===== src/rtl/mem_lsu.sv =====
`default_nettype none
// ============================================================================
//  Module   : mem_lsu
//  Purpose  : Load/store unit between an RV32 pipeline and a single-port RAM
//             with registered read data. One request is in flight at a time:
//             it is accepted in IDLE, checked for alignment and legality,
//             issued to the RAM as a single-cycle strobe, and the response
//             (sign/zero-extended load data or an error flag) is held until
//             the pipeline consumes it.
//
//  Ports    : clk, rst             clock, asynchronous active-high reset
//             req_*_i / req_ready_o  request handshake (we, funct3, addr, wdata)
//             resp_*_o / resp_ready_i response handshake (rdata, err)
//             ram_*_o / ram_q_i      RAM strobes, width code, address, data
//             stat_*_o             load/store/error event counters
//
//  Options  : LSU_STATS_EN  when defined, stat_* are live 32-bit wrapping
//                           counters; otherwise they are tied to zero.
//
//  Revision : 1.0  initial release
// ============================================================================
module mem_lsu #(
    parameter int ADDR_WIDTH = 32,
    parameter int DATA_WIDTH = 32
) (
    input  logic                  clk,
    input  logic                  rst,
    // request side
    input  logic                  req_valid_i,
    output logic                  req_ready_o,
    input  logic                  req_we_i,
    input  logic [2:0]            req_funct3_i,
    input  logic [ADDR_WIDTH-1:0] req_addr_i,
    input  logic [DATA_WIDTH-1:0] req_wdata_i,
    // response side
    output logic                  resp_valid_o,
    input  logic                  resp_ready_i,
    output logic [DATA_WIDTH-1:0] resp_rdata_o,
    output logic                  resp_err_o,
    // RAM side
    output logic [2:0]            ram_rwtyp_o,
    output logic [ADDR_WIDTH-1:0] ram_addr_o,
    output logic [DATA_WIDTH-1:0] ram_data_o,
    output logic                  ram_wren_o,
    output logic                  ram_rden_o,
    input  logic [DATA_WIDTH-1:0] ram_q_i,
    // statistics
    output logic [31:0]           stat_loads_o,
    output logic [31:0]           stat_stores_o,
    output logic [31:0]           stat_errs_o
);

    // RV32 funct3 width/sign codes
    localparam logic [2:0] c_f3_b  = 3'b000;
    localparam logic [2:0] c_f3_h  = 3'b001;
    localparam logic [2:0] c_f3_w  = 3'b010;
    localparam logic [2:0] c_f3_bu = 3'b100;
    localparam logic [2:0] c_f3_hu = 3'b101;

    typedef enum logic [1:0] {
        IDLE    = 2'd0,
        ISSUE   = 2'd1,
        CAPTURE = 2'd2,
        RESP    = 2'd3
    } state_t;

    state_t                  state_q;
    state_t                  state_d;

    logic                    we_q;
    logic [2:0]              funct3_q;
    logic [ADDR_WIDTH-1:0]   addr_q;
    logic [DATA_WIDTH-1:0]   wdata_q;
    logic [DATA_WIDTH-1:0]   rdata_q;
    logic                    err_q;

    logic                    w_accept;
    logic                    w_req_err;
    logic [DATA_WIDTH-1:0]   w_ext_data;

    assign w_accept = req_valid_i && (state_q == IDLE);

    // ------------------------------------------------------------------------
    // Legality check on the live request. Unsigned widths are load-only, and
    // halfword/word accesses must be naturally aligned.
    // ------------------------------------------------------------------------
    always_comb begin
        w_req_err = 1'b0;
        case (req_funct3_i)
            c_f3_b:  w_req_err = 1'b0;
            c_f3_h:  w_req_err = req_addr_i[0];
            c_f3_w:  w_req_err = |req_addr_i[1:0];
            c_f3_bu: w_req_err = req_we_i;
            c_f3_hu: w_req_err = req_we_i | req_addr_i[0];
            default: w_req_err = 1'b1;
        endcase
    end

    // ------------------------------------------------------------------------
    // Load data extension. The RAM already zero-extends sub-word reads, so
    // only the sign-extending codes need to look at the top bit.
    // ------------------------------------------------------------------------
    always_comb begin
        w_ext_data = ram_q_i;
        case (funct3_q)
            c_f3_b:  w_ext_data = {{(DATA_WIDTH-8){ram_q_i[7]}},   ram_q_i[7:0]};
            c_f3_h:  w_ext_data = {{(DATA_WIDTH-16){ram_q_i[15]}}, ram_q_i[15:0]};
            c_f3_w:  w_ext_data = ram_q_i;
            c_f3_bu: w_ext_data = {{(DATA_WIDTH-8){1'b0}},         ram_q_i[7:0]};
            c_f3_hu: w_ext_data = {{(DATA_WIDTH-16){1'b0}},        ram_q_i[15:0]};
            default: w_ext_data = ram_q_i;
        endcase
    end

    // ------------------------------------------------------------------------
    // FSM state register
    // ------------------------------------------------------------------------
    always_ff @(posedge clk or posedge rst) begin
        if (rst) begin
            state_q <= IDLE;
        end else begin
            state_q <= state_d;
        end
    end

    // ------------------------------------------------------------------------
    // FSM next state and outputs. Strobes are decoded from the state so an
    // asynchronous reset during ISSUE drops them immediately.
    // ------------------------------------------------------------------------
    always_comb begin
        state_d      = state_q;
        req_ready_o  = 1'b0;
        resp_valid_o = 1'b0;
        ram_rden_o   = 1'b0;
        ram_wren_o   = 1'b0;
        case (state_q)
            IDLE: begin
                req_ready_o = 1'b1;
                if (req_valid_i) begin
                    state_d = w_req_err ? RESP : ISSUE;
                end
            end
            ISSUE: begin
                ram_rden_o = ~we_q;
                ram_wren_o = we_q;
                state_d    = we_q ? RESP : CAPTURE;
            end
            CAPTURE: begin
                state_d = RESP;
            end
            RESP: begin
                resp_valid_o = 1'b1;
                if (resp_ready_i) begin
                    state_d = IDLE;
                end
            end
            default: begin
                state_d = IDLE;
            end
        endcase
    end

    // ------------------------------------------------------------------------
    // Request and response registers. rdata_q is cleared at accept so stores
    // and errors respond with zero; only CAPTURE overwrites it.
    // ------------------------------------------------------------------------
    always_ff @(posedge clk or posedge rst) begin
        if (rst) begin
            we_q     <= 1'b0;
            funct3_q <= c_f3_w;
            addr_q   <= '0;
            wdata_q  <= '0;
            rdata_q  <= '0;
            err_q    <= 1'b0;
        end else begin
            if (w_accept) begin
                we_q     <= req_we_i;
                funct3_q <= req_funct3_i;
                addr_q   <= req_addr_i;
                wdata_q  <= req_wdata_i;
                rdata_q  <= '0;
                err_q    <= w_req_err;
            end else if (state_q == CAPTURE) begin
                rdata_q  <= w_ext_data;
            end
        end
    end

    assign resp_rdata_o = rdata_q;
    assign resp_err_o   = err_q;
    assign ram_rwtyp_o  = {1'b0, funct3_q[1:0]};
    assign ram_addr_o   = addr_q;
    assign ram_data_o   = wdata_q;

    // ------------------------------------------------------------------------
    // Event counters, bumped once per accepted request.
    // ------------------------------------------------------------------------
`ifdef LSU_STATS_EN
    logic [31:0] loads_q;
    logic [31:0] stores_q;
    logic [31:0] errs_q;

    always_ff @(posedge clk or posedge rst) begin
        if (rst) begin
            loads_q  <= '0;
            stores_q <= '0;
            errs_q   <= '0;
        end else if (w_accept) begin
            if (w_req_err) begin
                errs_q <= errs_q + 32'd1;
            end else if (req_we_i) begin
                stores_q <= stores_q + 32'd1;
            end else begin
                loads_q <= loads_q + 32'd1;
            end
        end
    end

    assign stat_loads_o  = loads_q;
    assign stat_stores_o = stores_q;
    assign stat_errs_o   = errs_q;
`else
    assign stat_loads_o  = 32'd0;
    assign stat_stores_o = 32'd0;
    assign stat_errs_o   = 32'd0;
`endif

endmodule
`default_nettype wire


===== config.mk =====
export PLATFORM = sky130hd
export DESIGN_NAME = mem_lsu
export DESIGN_NICKNAME = d
export VERILOG_FILES = /design/src/rtl/mem_lsu.sv
export SDC_FILE = /design/constraint.sdc
export NUM_CORES = 1
export LEC_CHECK = 0
export ABC_AREA = 1
export CORE_MARGIN = 3
export CORE_UTILIZATION = 38
export DETAILED_ROUTE_END_ITERATION = 8
export PLACE_DENSITY = 0.82
export SLEW_MARGIN = 20
export SYNTH_ARGS = -nofsm -noshare
export SYNTH_HDL_FRONTEND = slang
export SYNTH_SLANG_ARGS = --single-unit

===== constraint.sdc =====
create_clock -name clk -period 4.2 [get_ports clk]
set_input_delay 0.42 -clock clk [delete_from_list [all_inputs] [get_ports clk]]
set_output_delay 0.42 -clock clk [all_outputs]
set_load 0.02 [all_outputs]

; ---- Word level (Yosys, flattened, before mapping)
; Index checks and enable logic that the tools add are counted.
[classes]
n_mux = 13
n_bitwise = 2
n_reduce_logical = 7
n_eq_ne = 12
[op_table]
columns = operator, n
row1 = $pmux 32 s4, 1
row2 = $mux 32, 2
row3 = $eq 3x3->1 const B, 4
row4 = $pmux 2 s4, 1
row5 = $eq 3x1->1 const B, 2
row6 = $logic_not 3->1, 2
row7 = $mux 2, 3
row8 = $mux 1, 5
row9 = $pmux 1 s5, 1
row10 = $eq 2x2->1 const B, 2
row11 = $ne 2x2->1 const B, 2
row12 = $eq 3x2->1 const B, 1
row13 = $eq 2x1->1 const B, 1
row14 = $logic_not 2->1, 1
row15 = $reduce_and 2->1, 1
row16 = $reduce_bool 2->1, 1
row17 = $reduce_or 2->1, 1
row18 = $logic_and 1x1->1, 1
row19 = $not 1->1, 1
row20 = $or 1x1->1, 1
[totals]
reg_bits = 103
output_inout_bits = 200
word_cells = 41

; ---- Logic depth before layout (Yosys ltp)
; Gate-level depths: netlist (run 1).
[logic_depth]
word_depth = 5
depth_mapped = 9

; ---- Worst setup path before layout (run 1)
; OpenSTA, ideal clock, no wires.
[synth_timing]
path_kind = flip-flop to flip-flop
startpoint = register state_q[1]
endpoint = register wdata_q[0], in the netlist ram_data_o[0]
slack_ns = 2.603
required_ns = 4.135
arrival_ns = 1.533
path_stages_with_launch = 9
path_cell_list = dfrtp_1 > inv_1 > ha_1 > nand2_2 > inv_2 > buf_2 > buf_2 > nand2_1 > nand2_1
[synth_via]
elab_chain_len = 2
[synth_lines]
columns = element, line_no
row1 = start: declaration, 67  ; state_t state_q;
row2 = start signal: assignment, 122  ; state_q <= state_d;
row3 = $logic_not 2->1, 81  ; assign w_accept = req_valid_i && (state_q == IDLE);
row4 = $logic_and 1x1->1, 81
row5 = end signal: assignment, 180  ; wdata_q <= req_wdata_i;
row6 = end: declaration, 73  ; logic [DATA_WIDTH-1:0] wdata_q;
; No other way between the ends.
; A chain may end at the register's enable or synchronous reset.

; ---- Final worst setup path (run 1)
[layout_timing]
startpoint = register state_q[1]
endpoint = output ram_rden_o
[layout_via]
elab_chain_len = 2
[layout_lines]
columns = element, line_no
row1 = $eq 2x1->1, 136  ; case (state_q)
row2 = $mux 1, 136
row3 = end: declaration, 45  ; output logic ram_rden_o,
; No other way between the ends.

==> summary.md, run 1 <==
| Metric | Value |
|---|---|
| Status | `completed` |
| CP Cell Sequence | `inv_1, ha_1, inv_1, nor2_1, clkdlybuf4s50_1` |
| Detailed placement HPWL | `9050 um` |
| Leak | `3.70 nW` |
| M1 GR Usage | `21.1%` |
| Worst r2r src | `state_q[0]` |
| Async S/R FF share, synth | `100%` |
| # hold bufs at CTS | `0` |
| Cell Pwr Density | `between 700 and 800 nW/um^2` |
| GRT Resource Usage Total | `16.7%` |
| ANT nets after route | `0` |
| Crit path max-delay cell type | `clkdlybuf4s50_1` |
| Synth warn | `0` |
| Ranking of synthesized cells by area | `dfrtp_1 (51%), nand2_1 (23%), buf_4 (15%), nor2_1 (2.9%), o21ai_0 (1.4%)` |
| Max cap viols | `0` |
| PortBufs | `206` |
| Slowest stage delay, CP | `640 ps` |
| Endpoints failing hold | `0` |
| Final slew viol count | `0` |
| Layout area overhead | `42.2%` |
| Post-CTS Repair Setup Buffers | `0` |
| Fmax | `438 MHz` |
| Routed WL per cell | `between 10 and 15 um` |
| Hold Path Class | `reg2reg` |
| Final period util | `between 50% and 60%` |
| Commonest register cell after synthesis | `dfrtp_1` |
| Via density | `4.19` |
| Crit path launch | `state_q[1]` |
| DRC viols | `0` |
| Most common library cells after synthesis | `nand2_1 (312), dfrtp_1 (102), buf_4 (99), nor2_1 (39), o21ai_0 (14)` |
| Tot Pwr | `5.20 mW` |
| Chip height | `roughly 120 um` |
| Worst Tran Pin Value | `around 820 ps` |
| CTS clk-pin slew, worst paths | `~70 ps` |
| First-pass GRT wire length | `19,400 um` |
| Starting DRT DRC Count | `247` |
| Clk_lat worst skew | `340 ps` |
| Yosys top cell by area | `dfrtp_1` |
| Initial Util | `a little under 40%` |
| Vias in the first global route | `about 3,800` |
| Initial antenna violation count | `0` |
| Relative slew margins | `45.4%` |
| Die X | `121 um` |
| Setup Skew | `just over 7 ps` |
| Seq cells post-synth | `103` |
| Root Buffer | `clkbuf_16` |
| CP Data Required Time | `3780 ps` |
| Cell family with most CP delay | `buffers and inverters` |
| Die area | `approximately 15,000 um^2` |
| Area after DPL | `6820 um^2` |
| Share of the synthesized area in the top cell type | `50.9%` |
| Reg2Reg Setup Slack | `2300 ps` |
| Buf/Inv on CP | `3` |
| Total Neg Setup Slack | `0 ps` |
| WS Path Type | `reg2out` |
| Ports | `between 300 and 400` |
| Inserted Clock Buffers | `9` |
| VDD IR-drop max | `0.000392 V` |
| Number of diodes | `0` |
| Minimum clock period | `between 2000 and 2500 ps` |
| CTS tree | `built` |
| Setup repair after global routing missed its margin | `false` |
| Worst Path Max Fanout | `4` |
| Core ar. | `12,800 um^2` |
| Nets | `923` |
| Startpoint Class | `flip-flop` |
| Fin Hold WS | `471 ps` |
| Seq/Total Area, Yosys | `51.4%` |
| Met2 Use GR | `between 20% and 30%` |
| CTS resizes | `0` |
| Netlist cell types | `19` |
| Clock sink count | `103` |
| Worst hold path startpoint | `resp_rdata_o[3]` |
| CTS max path bufs | `2` |
| Syn avg cell area | `8.10 um^2` |
| Most used cell, CP | `inv_1` |
| EDFF count, synth | `0` |
| Htree depth | `3` |
| Mapped cell area | `5010 um^2` |
| Most numerous cell in the Yosys netlist | `nand2_1` |
| Grt met3 use | `under 10%` |
| 1st-pass router iterations | `4` |
| Crit path capture type | `output port` |
| Synth Instances | `619` |
| GRT Max-Usage Layer | `met2` |
| Overflow after GRT | `0` |
| Total wire length | `12,500 um` |
| Total number of vias | `4,155` |
| Ratio of cells with drive above 1 in the final layout | `3.30%` |
| Finish-stage setup viols | `0` |
| Largest net degree at the start of global routing | `70` |
| Placer congestion estimate | `around 0.78` |
| Std-Cell Rows | `41` |
| Post-route cell area | `7130 um^2` |
| Arrival time at the worst endpoint | `~1900 ps` |
-- state kept, by name, summed over array words and instances (netlist names) --
| signal | flops |
|---|---|
| resp_rdata_o | 32 |
| we_q | 1 |
| state_q | 2 |
| ram_data_o | 32 |
| funct3_q | 3 |
| ram_addr_o | 32 |
| resp_err_o | 1 |
-- cell type report --
type,instances,area (um^2)
sequential,103,2580
clock inverter,2,37.5
tap,172,215
timing repair buffer,210,2090
fill,1145,5640
multi-input combinational,476,1880
clock buffer,14,274
inverter,14,55.1
-- cell usage in the layout, fill, tap and decap left out --
| cell | n |
|---|---|
| nand2_1 | 312 |
| clkdlybuf4s50_1 | 206 |
| dfrtp_1 | 102 |
| conb_1 | 97 |
| nor2_1 | 39 |
| o21ai_0 | 14 |
| inv_1 | 10 |
| clkbuf_16 | 9 |
| ha_1 | 5 |
| buf_4 | 4 |
| inv_2 | 3 |
| clkbuf_8 | 3 |
| nand3_2 | 2 |
| nand3_1 | 2 |
| nand2_2 | 2 |
| clkbuf_1 | 2 |
| or2_1 | 1 |
| inv_4 | 1 |
| o21bai_1 | 1 |
| a31oi_1 | 1 |
| clkinvlp_4 | 1 |
| bufinv_16 | 1 |
| dfstp_2 | 1 |
-- where the power goes --
group          internal [mW]  switching [mW]  leakage (nW)
registers               1.43           0.268          1.30
logic                   1.11            1.52          2.25
clock network          0.512           0.353         0.149
total                   3.06            2.14          3.70
-- cells by family after synthesis --
logic type / count (synthesis) / synth area share (%)
AO/OA/AOI/OAI: 16 / 1.67
adder cells (fa/ha/maj): 5 / 1.25
buffers and inverters: 136 / 18.3
flip-flops: 103 / 51.4
other: 1 / 0.0748
AND/OR/NAND/NOR: 358 / 27.3
-- worst register-to-register path, cell delays in order, from the launching register on --
cell and delay, ps:
dfrtp_1 430, inv_1 110, ha_1 250, nand2_2 150
inv_2 50, or2_1 210, inv_2 420, nand2_1 130
nand2_1 100
-- layer usage --
layer  share of wire (%)  up-vias
met4                 1.8        0
met5                   0        -
met3                 8.7       16
met1                  41     1902
met2                  48      180
li1                    -     2057
-- worst paths after layout --
kind	end	cells after the start
setup / recovery	ram_rden_o	5
hold / removal	resp_rdata_o[3]	2
setup reg to reg	resp_rdata_o[25]	8
hold reg to reg	resp_rdata_o[3]	2
max in group asynchronous	funct3_q[1]	3
min in group asynchronous	ram_data_o[29]	2
-- metrics by stage --
step / setup slack [ps] / cells / utilization [%]
after detailed placement: 2190 / 975 / 53.4
after global routing: 1810 / 991 / 55.8
after global placement: 2220 / 975 / 53.4
after CTS: 1870 / 991 / 55.8
after floorplan: 1080 / 715 / -
final: 1920 / 991 / 55.8
Power figures use the tool's default switching activity.
==> inputs of run 2 (changes only) <==
Clock period 4.2 ns to 2.3 ns, I/O delays scaled along.
==> run 2 against run 1 <==
Global-route usage up 0.14 points. Critical path type unchanged. Largest power group unchanged. Largest cell class unchanged. Total power up 80%. Final cell count up 0.20%.
==> summary.md, run 2 (synthesized netlist as in run 1, its figures left out) <==
| Metric | Value |
|---|---|
| Startpoint Class | `flip-flop` |
| Layout area overhead | `42.1% (about the same)` |
| Leak | `3.70 nW (-0.12%)` |
| Ratio of cells with drive above 1 in the final layout | `3.53% (+0.24 points)` |
| Relative slew margins | `54.9% (+9.5 points)` |
| CTS resizes | `0 (unchanged)` |
| Minimum clock period | `2090 ps` |
| Clk_lat worst skew | `340 ps (about the same)` |
| Initial Util | `39.2% (unchanged)` |
| Core ar. | `12,800 um^2 (unchanged)` |
| Starting DRT DRC Count | `224 (-9.3%)` |
| Worst r2r src | `state_q[0]` |
| Endpoints failing hold | `0 (unchanged)` |
| Crit path launch | `state_q[1]` |
| Overflow after GRT | `0 (unchanged)` |
| Via density | `4.16 (-0.90%)` |
| Cell Pwr Density | `1310 nW/um^2 (+80%)` |
| Largest net degree at the start of global routing | `70 (unchanged)` |
| CTS clk-pin slew, worst paths | `60 ps (about the same)` |
| Area of the multi-input gates | `1880 um^2 (unchanged)` |
| Clock sink count | `103 (unchanged)` |
| Number of diodes | `0 (unchanged)` |
| DRC viols | `0 (unchanged)` |
| Hold Path Class | `in2async` |
| Crit path capture type | `output port` |
| Finish-stage setup viols | `0 (unchanged)` |
| Most used cell, CP | `inv_1` |
| Initial antenna violation count | `0 (unchanged)` |
| Total number of vias | `4,126 (-0.70%)` |
| Setup Skew | `7.37 ps (+0.323 ps)` |
| Slowest stage delay, CP | `650 ps (about the same)` |
| CP Data Required Time | `2070 ps (-1710 ps)` |
| GRT Resource Usage Total | `16.8% (+0.14 points)` |
| Inserted Clock Buffers | `9 (unchanged)` |
| Worst Path Max Fanout | `4 (unchanged)` |
| Status | `completed` |
| ANT nets after route | `0 (unchanged)` |
| VDD IR-drop max | `0.000635 V (+62%)` |
| # hold bufs at CTS | `0 (unchanged)` |
| CTS max path bufs | `2 (unchanged)` |
| First-pass GRT wire length | `19,600 um (+0.96%)` |
| Chip height | `121 um (unchanged)` |
| Max cap viols | `0 (unchanged)` |
| CP Cell Sequence | `inv_1, ha_1, inv_1, nor2_1, clkdlybuf4s50_1` |
| Commonest non-fill, non-tap cell in the layout | `nand2_1` |
| Total Neg Setup Slack | `0 ps (unchanged)` |
| PortBufs | `206 (unchanged)` |
| Detailed placement HPWL | `9190 um (+1.5%)` |
| CTS tree | `built` |
| Total wire length | `12,500 um (about the same)` |
| Setup repair after global routing missed its margin | `false` |
| Final slew viol count | `0 (unchanged)` |
| Die area | `14,600 um^2 (unchanged)` |
| Fmax | `478 MHz` |
| Die X | `121 um (unchanged)` |
| WS Path Type | `reg2out` |
| Final period util | `90.9%` |
| Worst Tran Pin Value | `677 ps (-143 ps)` |
| Finished Layout Cells | `993 (+0.20%)` |
| Dpl cells | `977 (+0.21%)` |
| Nets | `925 (+0.22%)` |
| Vias in the first global route | `3,855 (+1.2%)` |
| Root Buffer | `clkbuf_16` |
| Post-CTS Repair Setup Buffers | `0 (unchanged)` |
| Crit path max-delay cell type | `clkdlybuf4s50_1` |
| Ports | `304 (unchanged)` |
| Routed WL per cell | `12.6 um (-0.28%)` |
| Std-Cell Rows | `41 (unchanged)` |
| # fillers | `1,156 (+0.96%)` |
| 1st-pass router iterations | `4 (unchanged)` |
| Placer congestion estimate | `0.745 (-4.0%)` |
| Register area | `2580 um^2 (unchanged)` |
| Htree depth | `3 (unchanged)` |
| Commonest non-fill, non-tap cells in the layout | `nand2_1 (312), clkdlybuf4s50_1 (206), dfrtp_1 (102), conb_1 (97), nor2_1 (39)` |
| Arrival time at the worst endpoint | `1860 ps (about the same)` |
-- run 2: cell types whose count changed in the layout (fill, tap and decap cells not counted), sizes merged --
| cell | before | now |
|---|---|---|
| clkinvlp | 1 | 2 |
| inv | 14 | 13 |
| clkinv | 0 | 2 |
| buf | 4 | 6 |
| clkbuf | 14 | 13 |
| bufinv | 1 | 0 |
-- run 2: power by group --
| group | internal, mW | switching, mW | total (mW) |
|---|---|---|---|
| Clock | 0.791 | 0.642 | 1.43 |
| Combinational | 2.05 | 2.78 | 4.83 |
| Sequential | 2.62 | 0.481 | 3.10 |
-- run 2: path summary, 6_finish.rpt --
| kind | to | slack, ps | depth (start not counted) |
|---|---|---|---|
| worst max register to register | resp_rdata_o[22] | 520 | 8 |
| worst min register to register | resp_rdata_o[1] | 470 | 2 |
| min in group clk | ram_data_o[15] | 420 | 3 |
| worst max-delay path | ram_rden_o | 210 | 5 |
| worst min-delay path | ram_addr_o[28] | 310 | 3 |
| max in group asynchronous | resp_rdata_o[25] | 1430 | 3 |
-- run 2: cell type report --
| class | instances | share of cell area [%] |
|---|---|---|
| Sequential cell | 103 | 36.2 |
| Timing Repair Buffer | 212 | 29.8 |
| Multi-Input combinational cell | 476 | 26.3 |
| Clock buffer | 13 | 3.65 |
| Tap cell | 172 | 3.02 |
| Inverter | 14 | 0.790 |
| Clock inverter | 3 | 0.246 |
-- run 2: stage by stage --
stage,power (mW),util [%],hold WS [ps],area (um^2),setup slack (ps)
finish,9.36,55.8,311,7120,209
global route,10.1,55.8,339,7120,34.2
CTS,9.50,55.8,321,7120,156
detailed placement,8.01,53.6,460,6850,491
global placement,7.90,53.6,455,6850,583
floorplan,5.98,-,340,5380,703
-- run 2: per-layer routing --
metal / vias up / track usage (%) / part of all wire [%]
met4: 0 / 5.95 / 1.2
met1: 1897 / 20.8 / 41
li1: 2057 / - / -
met3: 10 / 5.64 / 8.7
met2: 162 / 27.5 / 49
met5: - / 0 / 0
-- run 2: critical path, delay by kind of cell, from the launching register on --
family	cells	cell delay [ps]
buf+inv	3	820
fa+ha+maj	1	200
flops	1	410
simple gates	1	90
